### config.mk
export PLATFORM = sky130hd
export DESIGN_NAME = bin2bcd_seq_flat
export DESIGN_NICKNAME = d
export VERILOG_FILES = /design/src/rtl/bin2bcd_seq_if.sv /design/src/rtl/bin2bcd_seq.sv /design/src/flat_wrapper.sv
export SDC_FILE = /design/constraint.sdc
export NUM_CORES = 1
export LEC_CHECK = 0
export BUFFER_PORTS_ARGS = -buffer_cell sky130_fd_sc_hd__buf_4
export CAP_MARGIN = 0
export CELL_PAD_IN_SITES_DETAIL_PLACEMENT = 1
export CELL_PAD_IN_SITES_GLOBAL_PLACEMENT = 1
export CORE_MARGIN = 1
export CORE_UTILIZATION = 48
export CTS_CLUSTER_SIZE = 40
export DETAILED_ROUTE_END_ITERATION = 16
export GPL_ROUTABILITY_DRIVEN = 1
export PLACE_DENSITY_LB_ADDON = 0.1
export SLEW_MARGIN = 20
export SYNTH_ARGS = -nofsm -noshare
export SYNTH_HDL_FRONTEND = slang
export SYNTH_SLANG_ARGS = --single-unit
export TNS_END_PERCENT = 5
### constraint.sdc
create_clock -name clk -period 2.4 [get_ports clk]
set_input_delay 0.36 -clock clk [delete_from_list [all_inputs] [get_ports clk]]
set_output_delay 0.36 -clock clk [all_outputs]
set_load 0.02 [all_outputs]
### src/rtl/bin2bcd_seq_if.sv
// Handshake and result bundle between the counter-side controller and the
// binary-to-BCD converter.
interface bin2bcd_seq_if #(
   parameter int WIDTH  = 28,
   parameter int DIGITS = 9
) ();
   logic                  start;
   logic [WIDTH-1:0]      bin_in;
   logic                  busy;
   logic                  done;
   logic [DIGITS*4-1:0]   bcd_out;
   logic [DIGITS-1:0]     digit_en;

   modport master (
      output start,
      output bin_in,
      input  busy,
      input  done,
      input  bcd_out,
      input  digit_en
   );

   modport slave (
      input  start,
      input  bin_in,
      output busy,
      output done,
      output bcd_out,
      output digit_en
   );
endinterface

### src/rtl/bin2bcd_seq.sv
// Iterative shift-add-3 binary-to-BCD converter, one input bit per clock,
// with a leading-zero blanking mask for the display driver.
module bin2bcd_seq #(
   parameter int WIDTH  = 28,
   parameter int DIGITS = 9
) (
   input  logic          clk,
   input  logic          rst_n,
   bin2bcd_seq_if.slave  bus
);

   localparam int BCD_W = DIGITS * 4;
   localparam int CNT_W = (WIDTH > 1) ? $clog2(WIDTH) : 1;
   localparam logic [CNT_W-1:0] LAST_CNT = CNT_W'(WIDTH - 1);
   localparam logic [DIGITS-1:0] EN_RESET = {{(DIGITS-1){1'b0}}, 1'b1};

   typedef enum logic [1:0] {
      IDLE  = 2'd0,
      SHIFT = 2'd1,
      DONE  = 2'd2
   } state_t;

   // Correct every digit that would overflow past 9 when doubled.
   function automatic logic [BCD_W-1:0] add3_digits(input logic [BCD_W-1:0] bcd);
      logic [BCD_W-1:0] res;
      res = bcd;
      for (int i = 0; i < DIGITS; i++) begin
         if (bcd[i*4 +: 4] >= 4'd5) begin
            res[i*4 +: 4] = bcd[i*4 +: 4] + 4'd3;
         end else begin
            res[i*4 +: 4] = bcd[i*4 +: 4];
         end
      end
      return res;
   endfunction

   // Digit i is shown when it or any more significant digit is nonzero;
   // the units digit is always shown.
   function automatic logic [DIGITS-1:0] blank_mask(input logic [BCD_W-1:0] bcd);
      logic [DIGITS-1:0] en;
      logic              seen;
      seen = 1'b0;
      en   = {DIGITS{1'b0}};
      for (int i = DIGITS - 1; i >= 0; i--) begin
         seen  = seen | (bcd[i*4 +: 4] != 4'd0);
         en[i] = seen;
      end
      en[0] = 1'b1;
      return en;
   endfunction

   state_t              state_r, state_s;
   logic [WIDTH-1:0]    bin_shift_r, bin_shift_s;
   logic [BCD_W-1:0]    bcd_work_r, bcd_work_s;
   logic [BCD_W-1:0]    adj_s;
   logic [CNT_W-1:0]    cnt_r, cnt_s;
   logic [BCD_W-1:0]    bcd_out_r, bcd_out_s;
   logic [DIGITS-1:0]   digit_en_r, digit_en_s;
   logic                done_r, done_s;
   logic                busy_r, busy_s;

   // State register.
   always_ff @(posedge clk or negedge rst_n) begin
      if (!rst_n) begin
         state_r <= IDLE;
      end else begin
         state_r <= state_s;
      end
   end

   // Next-state, datapath and output-register next values.
   always_comb begin
      state_s     = state_r;
      bin_shift_s = bin_shift_r;
      bcd_work_s  = bcd_work_r;
      cnt_s       = cnt_r;
      bcd_out_s   = bcd_out_r;
      digit_en_s  = digit_en_r;
      done_s      = 1'b0;
      busy_s      = busy_r;
      adj_s       = add3_digits(bcd_work_r);

      case (state_r)
         IDLE: begin
            if (bus.start) begin
               bin_shift_s = bus.bin_in;
               bcd_work_s  = {BCD_W{1'b0}};
               cnt_s       = {CNT_W{1'b0}};
               busy_s      = 1'b1;
               state_s     = SHIFT;
            end else begin
               busy_s      = 1'b0;
            end
         end
         SHIFT: begin
            {bcd_work_s, bin_shift_s} = {adj_s, bin_shift_r} << 1;
            cnt_s  = cnt_r + CNT_W'(1);
            busy_s = 1'b1;
            if (cnt_r == LAST_CNT) begin
               state_s = DONE;
            end else begin
               state_s = SHIFT;
            end
         end
         DONE: begin
            // Final shift already happened; publish the result uncorrected.
            bcd_out_s  = bcd_work_r;
            digit_en_s = blank_mask(bcd_work_r);
            done_s     = 1'b1;
            busy_s     = 1'b0;
            state_s    = IDLE;
         end
         default: begin
            busy_s  = 1'b0;
            state_s = IDLE;
         end
      endcase
   end

   // Working registers and registered outputs.
   always_ff @(posedge clk or negedge rst_n) begin
      if (!rst_n) begin
         bin_shift_r <= {WIDTH{1'b0}};
         bcd_work_r  <= {BCD_W{1'b0}};
         cnt_r       <= {CNT_W{1'b0}};
         bcd_out_r   <= {BCD_W{1'b0}};
         digit_en_r  <= EN_RESET;
         done_r      <= 1'b0;
         busy_r      <= 1'b0;
      end else begin
         bin_shift_r <= bin_shift_s;
         bcd_work_r  <= bcd_work_s;
         cnt_r       <= cnt_s;
         bcd_out_r   <= bcd_out_s;
         digit_en_r  <= digit_en_s;
         done_r      <= done_s;
         busy_r      <= busy_s;
      end
   end

   assign bus.busy     = busy_r;
   assign bus.done     = done_r;
   assign bus.bcd_out  = bcd_out_r;
   assign bus.digit_en = digit_en_r;

endmodule

### src/flat_wrapper.sv
// flat-port wrapper written by rule: the top's interface ports become plain ports
module bin2bcd_seq_flat 
#(
   parameter int WIDTH  = 28,
   parameter int DIGITS = 9
)
  (clk, rst_n, bus_start, bus_bin_in, bus_busy, bus_done, bus_bcd_out, bus_digit_en);
  bin2bcd_seq_if #(.WIDTH(WIDTH), .DIGITS(DIGITS)) bus_i ();
  input  logic clk;
  input  logic rst_n;
  input wire logic [$bits(bus_i.start)-1:0] bus_start;
  input wire logic [$bits(bus_i.bin_in)-1:0] bus_bin_in;
  output wire logic [$bits(bus_i.busy)-1:0] bus_busy;
  output wire logic [$bits(bus_i.done)-1:0] bus_done;
  output wire logic [$bits(bus_i.bcd_out)-1:0] bus_bcd_out;
  output wire logic [$bits(bus_i.digit_en)-1:0] bus_digit_en;
  assign bus_i.start = bus_start;
  assign bus_i.bin_in = bus_bin_in;
  assign bus_busy = bus_i.busy;
  assign bus_done = bus_i.done;
  assign bus_bcd_out = bus_i.bcd_out;
  assign bus_digit_en = bus_i.digit_en;
  bin2bcd_seq #(.WIDTH(WIDTH), .DIGITS(DIGITS)) u_core (.clk(clk), .rst_n(rst_n), .bus(bus_i));
endmodule
Word level (Yosys, flattened, before mapping)
Index checks and enable logic that the tools add are counted.
Widths: inputs -> output; s select.

word-level totals
  bits in registers = 117
  logic and storage cells = 70
  output and inout bits = 47

cells by class
  muxes and demuxes = 21
  bitwise logic cells = 7
  magnitude comparators = 9
  reductions and logical operators = 11
  add/sub/neg operators = 10
  equal/unequal tests = 4

operator list
  cell                 count
  $pmux 36 s2          1
  $pmux 28 s2          1
  $ge 4x3->1 const B   9
  $mux 36              1
  $add 4x2->4 const B  8
  $mux 4               8
  $reduce_bool 4->1    8
  $mux 28              1
  $pmux 5 s2           1
  $or 1x1->1           7
  $add 5x1->5 const B  1
  $eq 5x5->1 const B   1
  $mux 5               1
  $mux 2               2
  $pmux 2 s2           1
  $add 3x2->3 const B  1
  $mux 3               1
  $eq 2x1->1 const B   1
  $eq 2x2->1 const B   1
  $logic_not 2->1      1
  $mux 1               2
  $ne 2x2->1 const B   1
  $pmux 1 s2           1
  $reduce_and 2->1     1
  $reduce_bool 2->1    1

Logic depth before layout (Yosys ltp)
Gate-level depths: netlist of run 1.

  depth in word-level cells = 8
  gate-level depth with buffers = 6

Worst setup path before layout of run 1
Ideal clock, no wire load.

  path kind = reg-to-reg
  start = register u_core.bcd_work_r[4]
  end = register u_core.bcd_work_r[6]
  slack = 0.842 ns
  clock period less this slack = 1.558 ns
  setup time = 0.083 ns
  arrival time = 1.476 ns
  buffers on the path = 0
  cell stages (with the launch flop) = 7
  cell sequence = dfrtp_1 inv_1 ha_1 nand2b_1 a21oi_1 mux2_2 o21ai_0

between the ends
  longest elaborated chain between the ends = 3
  elaborated cells on any way between the ends = 4
  those cells by class = add/sub: 1; order compare: 1; mux: 2

RTL lines
  what                                              RTL line                              text
  from (decl)                                       bin2bcd_seq.sv:54                     logic [BCD_W-1:0] bcd_work_r, bcd_work_s;
  from (signal assigned)                            bin2bcd_seq.sv:124                    bcd_work_r <= {BCD_W{1'b0}};
  from (signal assigned)                            bin2bcd_seq.sv:132                    bcd_work_r <= bcd_work_s;
  $add 4x2->4 / $ge 4x3->1 (equally long branches)  bin2bcd_seq.sv:29, bin2bcd_seq.sv:28
  $mux 4 *                                          bin2bcd_seq.sv:28                     if (bcd[i*4 +: 4] >= 4'd5) begin
  $pmux 36 s2 *                                     bin2bcd_seq.sv:83                     case (state_r)

Mark *: on every way between the ends. The rest lies on a longest branch, timed or not.
A chain may end at the register's enable or synchronous reset.

Worst setup path after layout of run 1
  start = register u_core.bcd_work_r[32]
  end = register u_core.digit_en_r[1] (netlist: u_core.bus.digit_en[1])

between the ends
  longest elaborated chain between the ends = 8

RTL lines
  what                      RTL line            text
  $reduce_bool 4->1         bin2bcd_seq.sv:45   seen = seen | (bcd[i*4 +: 4] != 4'd0);
  $or 1x1->1 (7 in series)  bin2bcd_seq.sv:45
  to (signal assigned)      bin2bcd_seq.sv:135  digit_en_r <= digit_en_s;
  to (decl)                 bin2bcd_seq.sv:58   logic [DIGITS-1:0] digit_en_r, digit_en_s;

Every way passes these cells.

==> Implementation_results.wiki, run 1 <==
{| class="wikitable"
! Metric !! Value
|-
| Slew at the pin closest to its max-slew limit || 0.6932 ns
|-
| Number of gates resized after CTS || 0
|-
| Vias per cell || 5.660
|-
| Total setup violations reported at the end of the flow || 0
|-
| Worst supply voltage drop on vdd || 0.6042 mV
|-
| YS warnings || 0
|-
| Timing startpoint of the critical path || u_core.bcd_work_r[32]$_DFFE_PN0P_
|-
| Critical path startpoint category || register
|-
| Delay of the slowest critical-path stage || 0.42 ns
|-
| CP Max Fanout || 4
|-
| Sequential cell area || 2928 um^2
|-
| Post-synth EDFFs || 0
|-
| Maximum number of buffers from clock root to sink || 2
|-
| Nets@finish || 682
|-
| Total core area || 10940 um^2
|-
| Final period util || 0.8486
|-
| Critical path data required time || 2.69 ns
|-
| Number of standard cells after synthesis || 553
|-
| Count of standard-cell rows || 38
|-
| Final setup skew || 0.006057 ns
|-
| Most common cell in the synthesized netlist || sky130_fd_sc_hd__nand2_1
|-
| Post-detailed-route count of antenna-violating nets || 0
|-
| I/O pins || 78
|-
| Element type at the critical path end || register
|-
| R2R Path Start || u_core.bcd_work_r[32]$_DFFE_PN0P_
|-
| Count of inserted antenna diode cells || 0
|-
| Final critical path time including I/O delays and setup || 2.037 ns
|-
| Final std cell area, no fill || 6745 um^2
|-
| Clock sink total || 117
|-
| Post-synthesis instance area || 5423 um^2
|-
| Via total after detailed routing || 4398
|-
| Area of the die || 11730 um^2
|-
| Synth top area cells || sky130_fd_sc_hd__dfrtp_1 54%, sky130_fd_sc_hd__nand2_1 9.4%, sky130_fd_sc_hd__ha_1 6.2%
|-
| Final std cells w/o fill || 777
|-
| Worst slew margin relative to its limit || 0.5379
|-
| Hold/Removal Path Class || input port to async pin
|-
| Filler cell count in the final layout || 1209
|-
| Final sum of negative setup slack || 0 ns
|-
| First-pass DRT Iterations || 4
|-
| Cell taking the most area after synthesis || sky130_fd_sc_hd__dfrtp_1
|-
| Cell at the root of the clock tree || sky130_fd_sc_hd__clkbuf_16
|-
| H-tree depth reported by CTS || 4
|-
| Most common library cells after synthesis || 136 x sky130_fd_sc_hd__nand2_1, 117 x sky130_fd_sc_hd__dfrtp_1, 49 x sky130_fd_sc_hd__o21ai_0
|-
| Area after DPL || 6113 um^2
|-
| Leakage power || 3.287 nW
|-
| Starting density of the core || 0.4959
|-
| Maximum clock frequency || 0.4910 GHz
|-
| Power per cell area || 1401 nW/um^2
|-
| Pins Over Slew Limit || 0
|-
| Aggregate global routing overflow || 0
|-
| Top-area cell type share of the netlist area || 0.5399
|-
| Syn Nets || 611
|-
| Violations in the final reports || negative hold slack
|-
| Final Hold Violating Endpoints || 17
|-
| Die height || 108.3 um
|-
| Mean post-synth cell area || 9.806 um^2
|-
| Register area share after synthesis || 0.5399
|-
| Prevailing post-synth register cell || sky130_fd_sc_hd__dfrtp_1
|-
| Proportion of layout cells with a drive suffix above 1 || 0.1947
|-
| Critical Setup Path Class || register to register
|-
| Hold Worst Slack || -0.04357 ns
|-
| Final routed DRC violation total || 0
|-
| Vias in the first global route || 4602
|-
| Seq cells post-synth || 117
|-
| Inserted Clock Buffers || 17
|-
| Unrepaired setup endpoints after global routing || false
|-
| Multi-input gate area in the final layout || 2280 um^2
|-
| Wire length per cell || 18.27 um
|-
| Detailed Route WL || 14200 um
|-
| Number of antenna violations at the first check in global routing || 0
|-
| Number of violations reported at the end of detailed-routing iteration 0 || 288
|-
| Placed cell count || 745
|-
| Detailed placement HPWL || 8398 um
|-
| First-pass GRT wire length || 23060 um
|-
| Clock-pin slew on the worst setup and hold paths || 0.06 ns
|-
| Clock insertion delay at the later pin of the skew report || 0.42 ns
|-
| Count of unique library cells instantiated by Yosys || 33
|-
| Width of the die || 108.3 um
|-
| Asr flop ratio synth || 1.000
|-
| Run status || finished with violations
|-
| Area growth syn-to-layout || 24.39%
|-
| Maximum number of pins on one net before global-route repair || 118
|-
| IO Port Bufs || 76
|-
| GP Congestion || 0.7368
|-
| Post-cts hold buffer count || 0
|-
| Max-cap violations || 0
|-
| Data arrival time at the worst-slack endpoint || 2.33 ns
|-
| Critical-path cell with the highest stage delay || sky130_fd_sc_hd__nor3b_1
|-
| Clock tree from TritonCTS || yes
|-
| Global Route Usage Sum || 0.2625
|-
| Number of setup buffers added after CTS || 0
|-
| List of cells traversed by the critical path || inv_1, ha_1, nor3b_1, nand4_1, nor3_1, a31oi_1
|}
-- kinds of logic after synthesis --
family,synth area share
AO/OA/AOI/OAI,0.1488
other,0.0006915
buffers and inverters,0.04245
adder cells (fa/ha/maj),0.06230
multiplexers,0.01800
XOR/XNOR,0.01615
AND/OR/NAND/NOR,0.1717
flip-flops,0.5399
-- cells in the final DEF, fill, tap and decap left out, types with 4 or more instances in the layout --
cell                          n
sky130_fd_sc_hd__o31ai_1     15
sky130_fd_sc_hd__xnor2_1      9
sky130_fd_sc_hd__nor2_1      14
sky130_fd_sc_hd__clkbuf_1     4
sky130_fd_sc_hd__nand2_1    136
sky130_fd_sc_hd__nand2b_1     9
sky130_fd_sc_hd__a21oi_1     16
sky130_fd_sc_hd__o21ai_0     49
sky130_fd_sc_hd__nand3_1     30
sky130_fd_sc_hd__dfrtp_1    117
sky130_fd_sc_hd__inv_1       19
sky130_fd_sc_hd__clkbuf_16   17
sky130_fd_sc_hd__ha_1        27
sky130_fd_sc_hd__nor3b_1     10
sky130_fd_sc_hd__a32o_1       9
sky130_fd_sc_hd__bufinv_16    5
sky130_fd_sc_hd__a22oi_1     27
sky130_fd_sc_hd__mux2_2       6
sky130_fd_sc_hd__clkinv_2     4
sky130_fd_sc_hd__buf_4       82
-- cell type report --
class,instances,area share
flip-flops and latches,117,0.4341
multi-input cells,384,0.3380
repair buffers,84,0.09720
clock buffers,22,0.06733
clock inverters,10,0.02634
well taps,140,0.02597
inverters,20,0.01113
-- path summary, 6_finish.rpt --
kind                                                 endpoint  slack [ns]  cells past startpoint
setup / recovery           u_core.bus.digit_en[1]$_DFFE_PN0P_        0.36                      6
hold / removal             u_core.bus.bcd_out[23]$_DFFE_PN0P_       -0.04                      2
setup reg to reg           u_core.bus.digit_en[1]$_DFFE_PN0P_        0.36                      6
hold reg to reg             u_core.bin_shift_r[9]$_DFFE_PN0P_        0.47                      2
max in group asynchronous  u_core.bus.digit_en[1]$_DFFE_PN0P_        1.85                      2
min in group clk            u_core.bin_shift_r[0]$_DFFE_PN0P_        0.13                      3
-- routing by layer --
layer / up-vias / GRT usage / routed length [um]
met3: 31 / 0.06932 / 724
met1: 2203 / 0.3215 / 6148
li1: 2042 / - / -
met4: 0 / 0.09749 / 327
met5: - / 0 / 0
met2: 122 / 0.4445 / 6997
-- per-stage QoR --
step	setup WS (ns)	util	total power, mW
after detailed placement	0.4923	0.5590	6.535
final	0.3633	0.6168	9.450
after CTS	0.3972	0.6168	9.491
after global placement	0.5213	0.5590	6.291
after global routing	0.2948	0.6168	9.996
after floorplan	0.8416	-	5.466
-- state kept, by name, indices dropped and copies added, names as in the netlist --
signal and flops:
u_core.state_r 2, u_core.bcd_work_r 36, u_core.bus.done 1, u_core.bin_shift_r 28, u_core.cnt_r 5, u_core.bus.digit_en 8, u_core.bus.busy 1, u_core.bus.bcd_out 36
-- worst max-delay path, delay by kind of cell (launching register included) --
kind                       cells  cell delay [ns]
and+or+nand+nor                3             1.03
adders and majority gates      1             0.19
DFF                            1             0.41
AOI/OAI and AO/OA              1             0.12
buffers and inverters          1             0.16
-- power breakdown --
part	switching [mW]	total [mW]	internal (mW)
sequential	0.672	3.35	2.68
combinational	1.93	3.32	1.40
clock	0.916	2.78	1.86
No activity file was read; power rests on OpenSTA's default activity.
==> run 2, diff against run 1 <==
ABC_AREA = 1   (was not set)
CORE_UTILIZATION = 39   (was 48)
clock period = 1.65 ns   (was 2.4 ns; I/O delays follow)
==> run 2 against run 1 <==
Net effect:
- the run now ends clean
- cell count grew 11%
- total power increased by 45%
- maximum frequency increased by 32%
- global-route usage is 5.8 points lower
==> Implementation_results.wiki, run 2 <==
{| class="wikitable"
! Metric !! Value
|-
| Leading cell type in the layout, fill and taps excluded || sky130_fd_sc_hd__dfrtp_1
|-
| Number of antenna violations at the first check in global routing || 0 (unchanged)
|-
| Commonest cells after routing, fill and taps aside || 117 x sky130_fd_sc_hd__dfrtp_1, 103 x sky130_fd_sc_hd__o21ai_0, 94 x sky130_fd_sc_hd__buf_4
|-
| Vias in the first global route || 4691 (+1.9%)
|-
| Most common cell in the synthesized netlist || sky130_fd_sc_hd__dfrtp_1
|-
| R2R Path Start || u_core.bcd_work_r[24]$_DFFE_PN0P_
|-
| List of cells traversed by the critical path || buf_4, ha_1, nor2_1, o21ai_2, or2_2, nand3_1, o21ai_0
|-
| GP Congestion || 0.8404 (+14%)
|-
| Synth Area in Compound Gates || 0.1839 (+0.03512)
|-
| Maximum number of buffers from clock root to sink || 2 (unchanged)
|-
| Clock insertion delay at the later pin of the skew report || 0.42 ns (about the same)
|-
| Final period util || 0.9342 (+0.08564)
|-
| Register area share after synthesis || 0.5367 (-0.003220)
|-
| Placed cell count || 834 (+12%)
|-
| Count of unique library cells instantiated by Yosys || 28 (-15%)
|-
| Post-synthesis instance area || 5455 um^2 (+0.60%)
|-
| Prevailing post-synth register cell || sky130_fd_sc_hd__dfrtp_1
|-
| Detailed Route WL || 13430 um (-5.4%)
|-
| Nets@finish || 736 (+7.9%)
|-
| Maximum number of pins on one net before global-route repair || 40 (-66%)
|-
| CP Max Fanout || 4 (unchanged)
|-
| Worst Min Path Start || bus_bin_in[13]
|-
| Area fraction in and, or, nand and nor cells after synthesis || 0.1220 (-0.04965)
|-
| Final critical path time including I/O delays and setup || 1.542 ns (-0.4952 ns)
|-
| Cell at the root of the clock tree || sky130_fd_sc_hd__clkbuf_16
|-
| Seq cells post-synth || 117 (unchanged)
|-
| Leakage power || 3.350 nW (+1.9%)
|-
| Critical path startpoint category || register
|-
| Cell depth of the worst hold path || 3
|-
| Element type at the critical path end || register
|-
| Clock sink total || 117 (unchanged)
|-
| Width of the die || 120.3 um (+11%)
|-
| Critical path data required time || 1.94 ns (-0.75 ns)
|-
| Power per cell area || 1965 nW/um^2 (+40%)
|-
| Global Route Usage Sum || 0.2048 (-0.05768)
|-
| Data arrival time at the worst-slack endpoint || 1.83 ns (-0.50 ns)
|-
| First-pass GRT wire length || 23180 um (+0.51%)
|-
| Post-detailed-route count of antenna-violating nets || 0 (unchanged)
|-
| Syn Nets || 646 (+5.7%)
|-
| Asr flop ratio synth || 1.000 (unchanged)
|-
| Area share of fa/ha/maj cells after synthesis || 0.06193 (-0.0003715)
|-
| Post-synth EDFFs || 0 (unchanged)
|-
| Hold/Removal Path Class || input port to register
|-
| Critical-path cell with the highest stage delay || sky130_fd_sc_hd__dfrtp_1
|-
| Final core area utilization || 0.5180 (-0.09887)
|-
| Final std cells w/o fill || 864 (+11%)
|-
| Delay of the slowest critical-path stage || 0.39 ns (-0.03 ns)
|-
| Worst supply voltage drop on vdd || 0.7665 mV (+27%)
|-
| Final routed DRC violation total || 0 (unchanged)
|-
| Share of cell area taken by muxes after synthesis || 0.001835 (-0.01616)
|-
| Aggregate global routing overflow || 0 (unchanged)
|-
| Clock-pin slew on the worst setup and hold paths || 0.05 ns (about the same)
|-
| Via total after detailed routing || 4497 (+2.3%)
|-
| Total core area || 13450 um^2 (+23%)
|-
| Final std cell area, no fill || 6968 um^2 (+3.3%)
|-
| Maximum clock frequency || 0.6487 GHz (+32%)
|-
| Total Power || 13.69 mW (+45%)
|-
| Count of standard-cell rows || 42 (+11%)
|-
| Wire length per cell || 15.55 um (-15%)
|-
| Cell count of the worst reg-to-reg path || 7 (+1)
|-
| Area of the die || 14460 um^2 (+23%)
|-
| Final setup skew || 0.01270 ns (+0.006638 ns)
|-
| Dominant combinational cell family by area after synthesis || compound AO/OA/AOI/OAI gates
|-
| Final sum of negative setup slack || 0 ns (unchanged)
|-
| Most common library cells after synthesis || 117 x sky130_fd_sc_hd__dfrtp_1, 105 x sky130_fd_sc_hd__o21ai_0, 82 x sky130_fd_sc_hd__inv_1
|-
| Starting density of the core || 0.4055 (-0.09038)
|-
| IO Port Bufs || 76 (unchanged)
|-
| Flop2flop setup slack || 0.11 ns (-0.25 ns)
|-
| Critical Setup Path Class || register to register
|-
| Area after DPL || 6382 um^2 (+4.4%)
|-
| Pins Over Slew Limit || 0 (unchanged)
|-
| Vias per cell || 5.205 (-8.0%)
|-
| Proportion of layout cells with a drive suffix above 1 || 0.2195 (+0.02481)
|-
| Filler cell count in the final layout || 1543 (+28%)
|-
| Hold Worst Slack || 0.09034 ns (+0.1339 ns)
|-
| Mean post-synth cell area || 9.278 um^2 (-5.4%)
|-
| YS warnings || 0 (unchanged)
|-
| Area growth syn-to-layout || 27.73%
|-
| Cell taking the most area after synthesis || sky130_fd_sc_hd__dfrtp_1
|-
| R2R Path End || u_core.bcd_work_r[25]$_DFFE_PN0P_
|-
| Die height || 120.3 um (+11%)
|-
| Top-area cell type share of the netlist area || 0.5367 (-0.003220)
|-
| Unrepaired setup endpoints after global routing || true
|-
| Inserted Clock Buffers || 17 (unchanged)
|-
| First-pass DRT Iterations || 4 (unchanged)
|-
| Synth top area cells || sky130_fd_sc_hd__dfrtp_1 54%, sky130_fd_sc_hd__o21ai_0 9.6%, sky130_fd_sc_hd__ha_1 6.2%
|-
| Total setup violations reported at the end of the flow || 0 (unchanged)
|-
| H-tree depth reported by CTS || 4 (unchanged)
|-
| Area share of xor/xnor cells in the synthesized design || 0.008028 (-0.008124)
|-
| Number of standard cells after synthesis || 588 (+6.3%)
|-
| Detailed placement HPWL || 9219 um (+9.8%)
|-
| Final Hold Violating Endpoints || 0 (-17)
|-
| Endpoint of the worst hold path || u_core.bin_shift_r[13]$_DFFE_PN0P_
|-
| Count of inserted antenna diode cells || 0 (unchanged)
|-
| Worst slack, placed || -0.03876 ns (-0.5310 ns)
|-
| Clock tree from TritonCTS || yes
|-
| Max-cap violations || 0 (unchanged)
|-
| Run status || complete, no violations
|-
| Number of violations reported at the end of detailed-routing iteration 0 || 161 (-44%)
|-
| I/O pins || 78 (unchanged)
|-
| Worst setup slack after layout || 0.1085 ns (-0.2548 ns)
|}
-- run 2: kinds of logic (layout without fill, tap and decap cells) --
family / after synthesis / count (layout)
compound gates: 175 / 175
mux: 1 / 1
other cells: 1 / 1
flops: 117 / 117
buf+inv: 116 / 216
simple gates: 146 / 146
xor+xnor: 5 / 5
fa+ha+maj: 27 / 27
-- run 2: where the power goes --
group	total (mW)	internal [mW]	switching, mW
clock network	3.41	2.19	1.22
logic	5.68	2.18	3.50
registers	4.61	3.98	0.630
-- run 2: per-layer routing --
layer  vias to the layer above  track usage  share of wire
li1                       2190            -              -
met3                        21      0.05755          0.039
met4                         0      0.08102          0.017
met2                        77       0.3261           0.47
met1                      2209       0.2633           0.47
met5                         -            0              0
-- run 2: worst max-delay path: cells and delay by family, from the launching register on --
kind | cells | cell delay, ns
AND/OR/NAND/NOR | 3 | 0.48
flip-flops | 1 | 0.39
adder cells (fa/ha/maj) | 1 | 0.21
AO/OA/AOI/OAI | 2 | 0.18
buffers and inverters | 1 | 0.15
-- run 2: timing repair --
action                                 in CTS  in global routing
buffers inserted                            0                  0
setup endpoints to repair                   4                 11
gates resized for setup                     3                 13
hold buffers                                1                  0
pin swaps                                   0                  1
endpoints found under the hold margin      22                  0
-- run 2: how the worst max path moves through the flow --
stage                                       from                            endpoint  slack, ns  cells after the start
2_1_floorplan  u_core.bcd_work_r[24]$_DFFE_PN0P_  u_core.bus.digit_en[2]$_DFFE_PN0P_       0.19                      8
3_3_place_gp   u_core.bcd_work_r[25]$_DFFE_PN0P_  u_core.bus.digit_en[2]$_DFFE_PN0P_       0.09                      8
3_5_place_dp   u_core.bcd_work_r[25]$_DFFE_PN0P_  u_core.bus.digit_en[2]$_DFFE_PN0P_      -0.04                      8
4_1_cts        u_core.bcd_work_r[20]$_DFFE_PN0P_   u_core.bcd_work_r[22]$_DFFE_PN0P_       0.02                      8
5_1_grt        u_core.bcd_work_r[28]$_DFFE_PN0P_   u_core.bcd_work_r[29]$_DFFE_PN0P_      -0.02                      9
6_report       u_core.bcd_work_r[24]$_DFFE_PN0P_   u_core.bcd_work_r[25]$_DFFE_PN0P_       0.11                      7
-- run 2: cell type report --
class / count / area (um^2) / share of cell area
well taps: 176 / 220.2 / 0.03160
flip-flops and latches: 117 / 2928 / 0.4202
multi-input cells: 355 / 2103 / 0.3019
clock inverters: 5 / 50.05 / 0.007183
inverters: 85 / 319.1 / 0.04579
repair buffers: 102 / 855.8 / 0.1228
clock buffers: 24 / 491.7 / 0.07057
==> run 3, diff against run 2 <==
ABC_AREA = not set   (was 1)
CORE_UTILIZATION = 40   (was 39)
GPL_TIMING_DRIVEN = 0   (was not set)
==> run 3 against run 2 <==
Net effect:
- utilization rose by 0.20 points
- via count fell by 2.1%
- design area fell by 1.2%
- maximum frequency fell by 4.8%
- clock skew fell by 0.0074 ns
- register-to-register slack got worse by 0.08 ns
- cell count fell by 2.9%
- worst hold slack got worse by 0.054 ns
- clock power fell by 6.5%
- combinational power fell by 11%
- worst setup slack got worse by 0.077 ns
- non-clock buffer count rose by 11
- critical endpoint is now u_core.bcd_work_r[6]$_DFFE_PN0P_
- largest cell class unchanged
==> Implementation_results.wiki, run 3 (synthesis results as in run 1) <==
{| class="wikitable"
! Metric !! Value
|-
| Unrepaired setup endpoints after global routing || true
|-
| Inserted Clock Buffers || 17 (unchanged)
|-
| Flop2flop setup slack || 0.03 ns (-0.08 ns)
|-
| Clock tree from TritonCTS || yes
|-
| Critical path startpoint category || register
|-
| Proportion of layout cells with a drive suffix above 1 || 0.2579 (+0.03844)
|-
| Width of the die || 118.4 um (-1.5%)
|-
| Cell depth of the worst hold path || 3 (unchanged)
|-
| Worst Min Path Start || bus_bin_in[0]
|-
| Met2 Usage GRT || 0.3559 (+0.02973)
|-
| Number of buffer and inverter instances along the worst setup path || 1 (unchanged)
|-
| Hold Worst Slack || 0.03617 ns (-0.05417 ns)
|-
| Worst setup slack after layout || 0.03152 ns (-0.07697 ns)
|-
| Final period util || 0.9809 (+0.04665)
|-
| Commonest cells after routing, fill and taps aside || 136 x sky130_fd_sc_hd__nand2_1, 117 x sky130_fd_sc_hd__dfrtp_1, 79 x sky130_fd_sc_hd__buf_4
|-
| Cell count of the worst reg-to-reg path || 6 (-1)
|-
| List of cells traversed by the critical path || inv_2, ha_2, nand2b_1, a21oi_4, mux2_2, o21ai_0
|-
| Hold/Removal Path Class || input port to register
|-
| Leakage power || 3.325 nW (-0.76%)
|-
| Power per cell area || 1907 nW/um^2 (-2.9%)
|-
| Final routed DRC violation total || 0 (unchanged)
|-
| Delay of the slowest critical-path stage || 0.43 ns (+0.04 ns)
|-
| Post-detailed-route count of antenna-violating nets || 0 (unchanged)
|-
| Count of standard-cell rows || 42 (unchanged)
|-
| Via total after detailed routing || 4401 (-2.1%)
|-
| Final critical path time including I/O delays and setup || 1.618 ns (+0.07697 ns)
|-
| Area growth syn-to-layout || 26.97%
|-
| GP Congestion || 0.8087 (-3.8%)
|-
| Leading cell type in the layout, fill and taps excluded || sky130_fd_sc_hd__nand2_1
|-
| Pins Over Slew Limit || 0 (unchanged)
|-
| Element type at the critical path end || register
|-
| First-pass GRT wire length || 23760 um (+2.5%)
|-
| Wire length per cell || 16.51 um (+6.2%)
|-
| Global Route Usage Sum || 0.2181 (+0.01326)
|-
| Worst supply voltage drop on vdd || 0.6719 mV (-12%)
|-
| Most utilized layer in the global route result || met2
|-
| Slew at the pin closest to its max-slew limit || 0.5343 ns
|-
| Detailed placement HPWL || 9710 um (+5.3%)
|-
| R2R Path End || u_core.bcd_work_r[6]$_DFFE_PN0P_
|-
| R2R Path Start || u_core.bcd_work_r[4]$_DFFE_PN0P_
|-
| Met3 demand-to-capacity share in global routing || 0.04923 (-0.008319)
|-
| Critical-path cell with the highest stage delay || sky130_fd_sc_hd__dfrtp_1
|-
| Count of inserted antenna diode cells || 0 (unchanged)
|-
| Run status || complete, no violations
|-
| Timing startpoint of the critical path || u_core.bcd_work_r[4]$_DFFE_PN0P_
|-
| Area of the die || 14030 um^2 (-3.0%)
|-
| Met1 usage || 0.2815 (+0.01823)
|-
| IO Port Bufs || 76 (unchanged)
|-
| Maximum number of buffers from clock root to sink || 2 (unchanged)
|-
| Family of cells with the greatest summed delay on the critical path || flip-flops
|-
| Number of violations reported at the end of detailed-routing iteration 0 || 215 (+34%)
|-
| Total core area || 13240 um^2 (-1.6%)
|-
| I/O pins || 78 (unchanged)
|-
| Vias in the first global route || 4669 (-0.47%)
|-
| H-tree depth reported by CTS || 4 (unchanged)
|-
| Maximum number of pins on one net before global-route repair || 63 (+57%)
|-
| Detailed Route WL || 13860 um (+3.2%)
|-
| Starting density of the core || 0.4095 (+0.003980)
|-
| Endpoint of the worst hold path || u_core.bin_shift_r[0]$_DFFE_PN0P_
|-
| Nets@finish || 711 (-3.4%)
|-
| Data arrival time at the worst-slack endpoint || 1.95 ns (+0.12 ns)
|-
| Worst slew margin relative to its limit || 0.6438
|-
| Cell at the root of the clock tree || sky130_fd_sc_hd__clkbuf_16
|-
| Maximum clock frequency || 0.6179 GHz (-4.8%)
|-
| Final setup skew || 0.005278 ns (-0.007417 ns)
|-
| Final Hold Violating Endpoints || 0 (unchanged)
|-
| CP Max Fanout || 5 (+1)
|-
| Vias per cell || 5.246 (+0.78%)
|-
| Aggregate global routing overflow || 0 (unchanged)
|-
| Max-cap violations || 0 (unchanged)
|-
| Clock-pin slew on the worst setup and hold paths || 0.05 ns (about the same)
|-
| Die height || 118.4 um (-1.5%)
|-
| Worst slack, placed || -0.3353 ns (-0.2965 ns)
|-
| Clock sink total || 117 (unchanged)
|-
| Number of antenna violations at the first check in global routing || 0 (unchanged)
|-
| First-pass DRT Iterations || 5 (+1)
|-
| Area after DPL || 6245 um^2 (-2.2%)
|-
| Total setup violations reported at the end of the flow || 0 (unchanged)
|-
| Clock insertion delay at the later pin of the skew report || 0.41 ns (about the same)
|-
| Final std cell area, no fill || 6885 um^2 (-1.2%)
|-
| Critical Setup Path Class || register to register
|-
| Critical path data required time || 1.98 ns (+0.04 ns)
|-
| Total Power || 13.13 mW (-4.1%)
|}
run 3: cell count changes in the layout (fill, tap and decap cells not counted), moves of 15 or more:
| cell | previous run | this run |
|---|---|---|
| sky130_fd_sc_hd__a22oi_1 | 0 | 27 |
| sky130_fd_sc_hd__nand2_1 | 67 | 136 |
| sky130_fd_sc_hd__o221ai_1 | 27 | 0 |
| sky130_fd_sc_hd__a21oi_1 | 31 | 7 |
| sky130_fd_sc_hd__buf_4 | 94 | 79 |
| sky130_fd_sc_hd__nand4_1 | 28 | 3 |
| sky130_fd_sc_hd__o31ai_1 | 0 | 15 |
| sky130_fd_sc_hd__o21ai_0 | 103 | 46 |
| sky130_fd_sc_hd__buf_2 | 0 | 20 |
| sky130_fd_sc_hd__inv_1 | 76 | 7 |
run 3: area by class of cell:
type	instances	area [um^2]
flip-flops and latches	117	2928
inverters	20	75.07
plain buffers	32	165.2
multi-input cells	384	2355
well taps	176	220.2
clock inverters	6	30.03
fillers	1504	6357
repair buffers	81	634.4
clock buffers	23	478.0
run 3: power breakdown:
group          internal [mW]  leakage, nW  total [mW]  switching (mW)
clock network           1.99        0.258        3.19            1.20
registers               3.89         1.49        4.90            1.00
logic                   2.25         1.58        5.04            2.80
run 3: stage by stage:
stage	instances	utilization	setup TNS, ns
2_1_floorplan	553	-	0
3_3_place_gp	805	0.4692	-1.468
3_5_place_dp	806	0.4716	-1.529
4_1_cts	837	0.5163	-0.0005405
5_1_grt	839	0.5199	-0.4053
6_report	839	0.5199	0
run 3: how the worst max path moves through the flow:
stage                     cells after the start                                  to  slack [ns]
after floorplan                               6    u_core.bcd_work_r[6]$_DFFE_PN0P_        0.09
after global placement                        6  u_core.bus.digit_en[1]$_DFFE_PN0P_       -0.29
after detailed placement                      6  u_core.bus.digit_en[1]$_DFFE_PN0P_       -0.34
after CTS                                     4  u_core.bin_shift_r[26]$_DFFE_PN0P_     -0.0005
after global routing                          6    u_core.bcd_work_r[6]$_DFFE_PN0P_       -0.06
final                                         6    u_core.bcd_work_r[6]$_DFFE_PN0P_        0.03
run 3: worst reg2reg max path, cell delays in order (launching register included):
cell and delay (ns):
sky130_fd_sc_hd__dfrtp_1 0.43, sky130_fd_sc_hd__inv_2 0.13, sky130_fd_sc_hd__ha_2 0.21, sky130_fd_sc_hd__nand2b_1 0.11
sky130_fd_sc_hd__a21oi_4 0.16, sky130_fd_sc_hd__mux2_2 0.35, sky130_fd_sc_hd__o21ai_0 0.14
run 3: routing by layer:
layer | up-vias | wire [um]
met5 | - | 0
met4 | 0 | 227
met3 | 17 | 560
met2 | 93 | 6705
met1 | 2191 | 6363
li1 | 2100 | -
run 3: repair_timing:
action / 4_1_cts / 5_1_grt
endpoints found under the setup margin: 17 / 39
endpoints found under the hold margin: 55 / 0
buffers inserted: 1 / 2
cloned: 0 / 0
pin swaps: 5 / 5
resized for setup: 23 / 19
hold buffers: 1 / 0
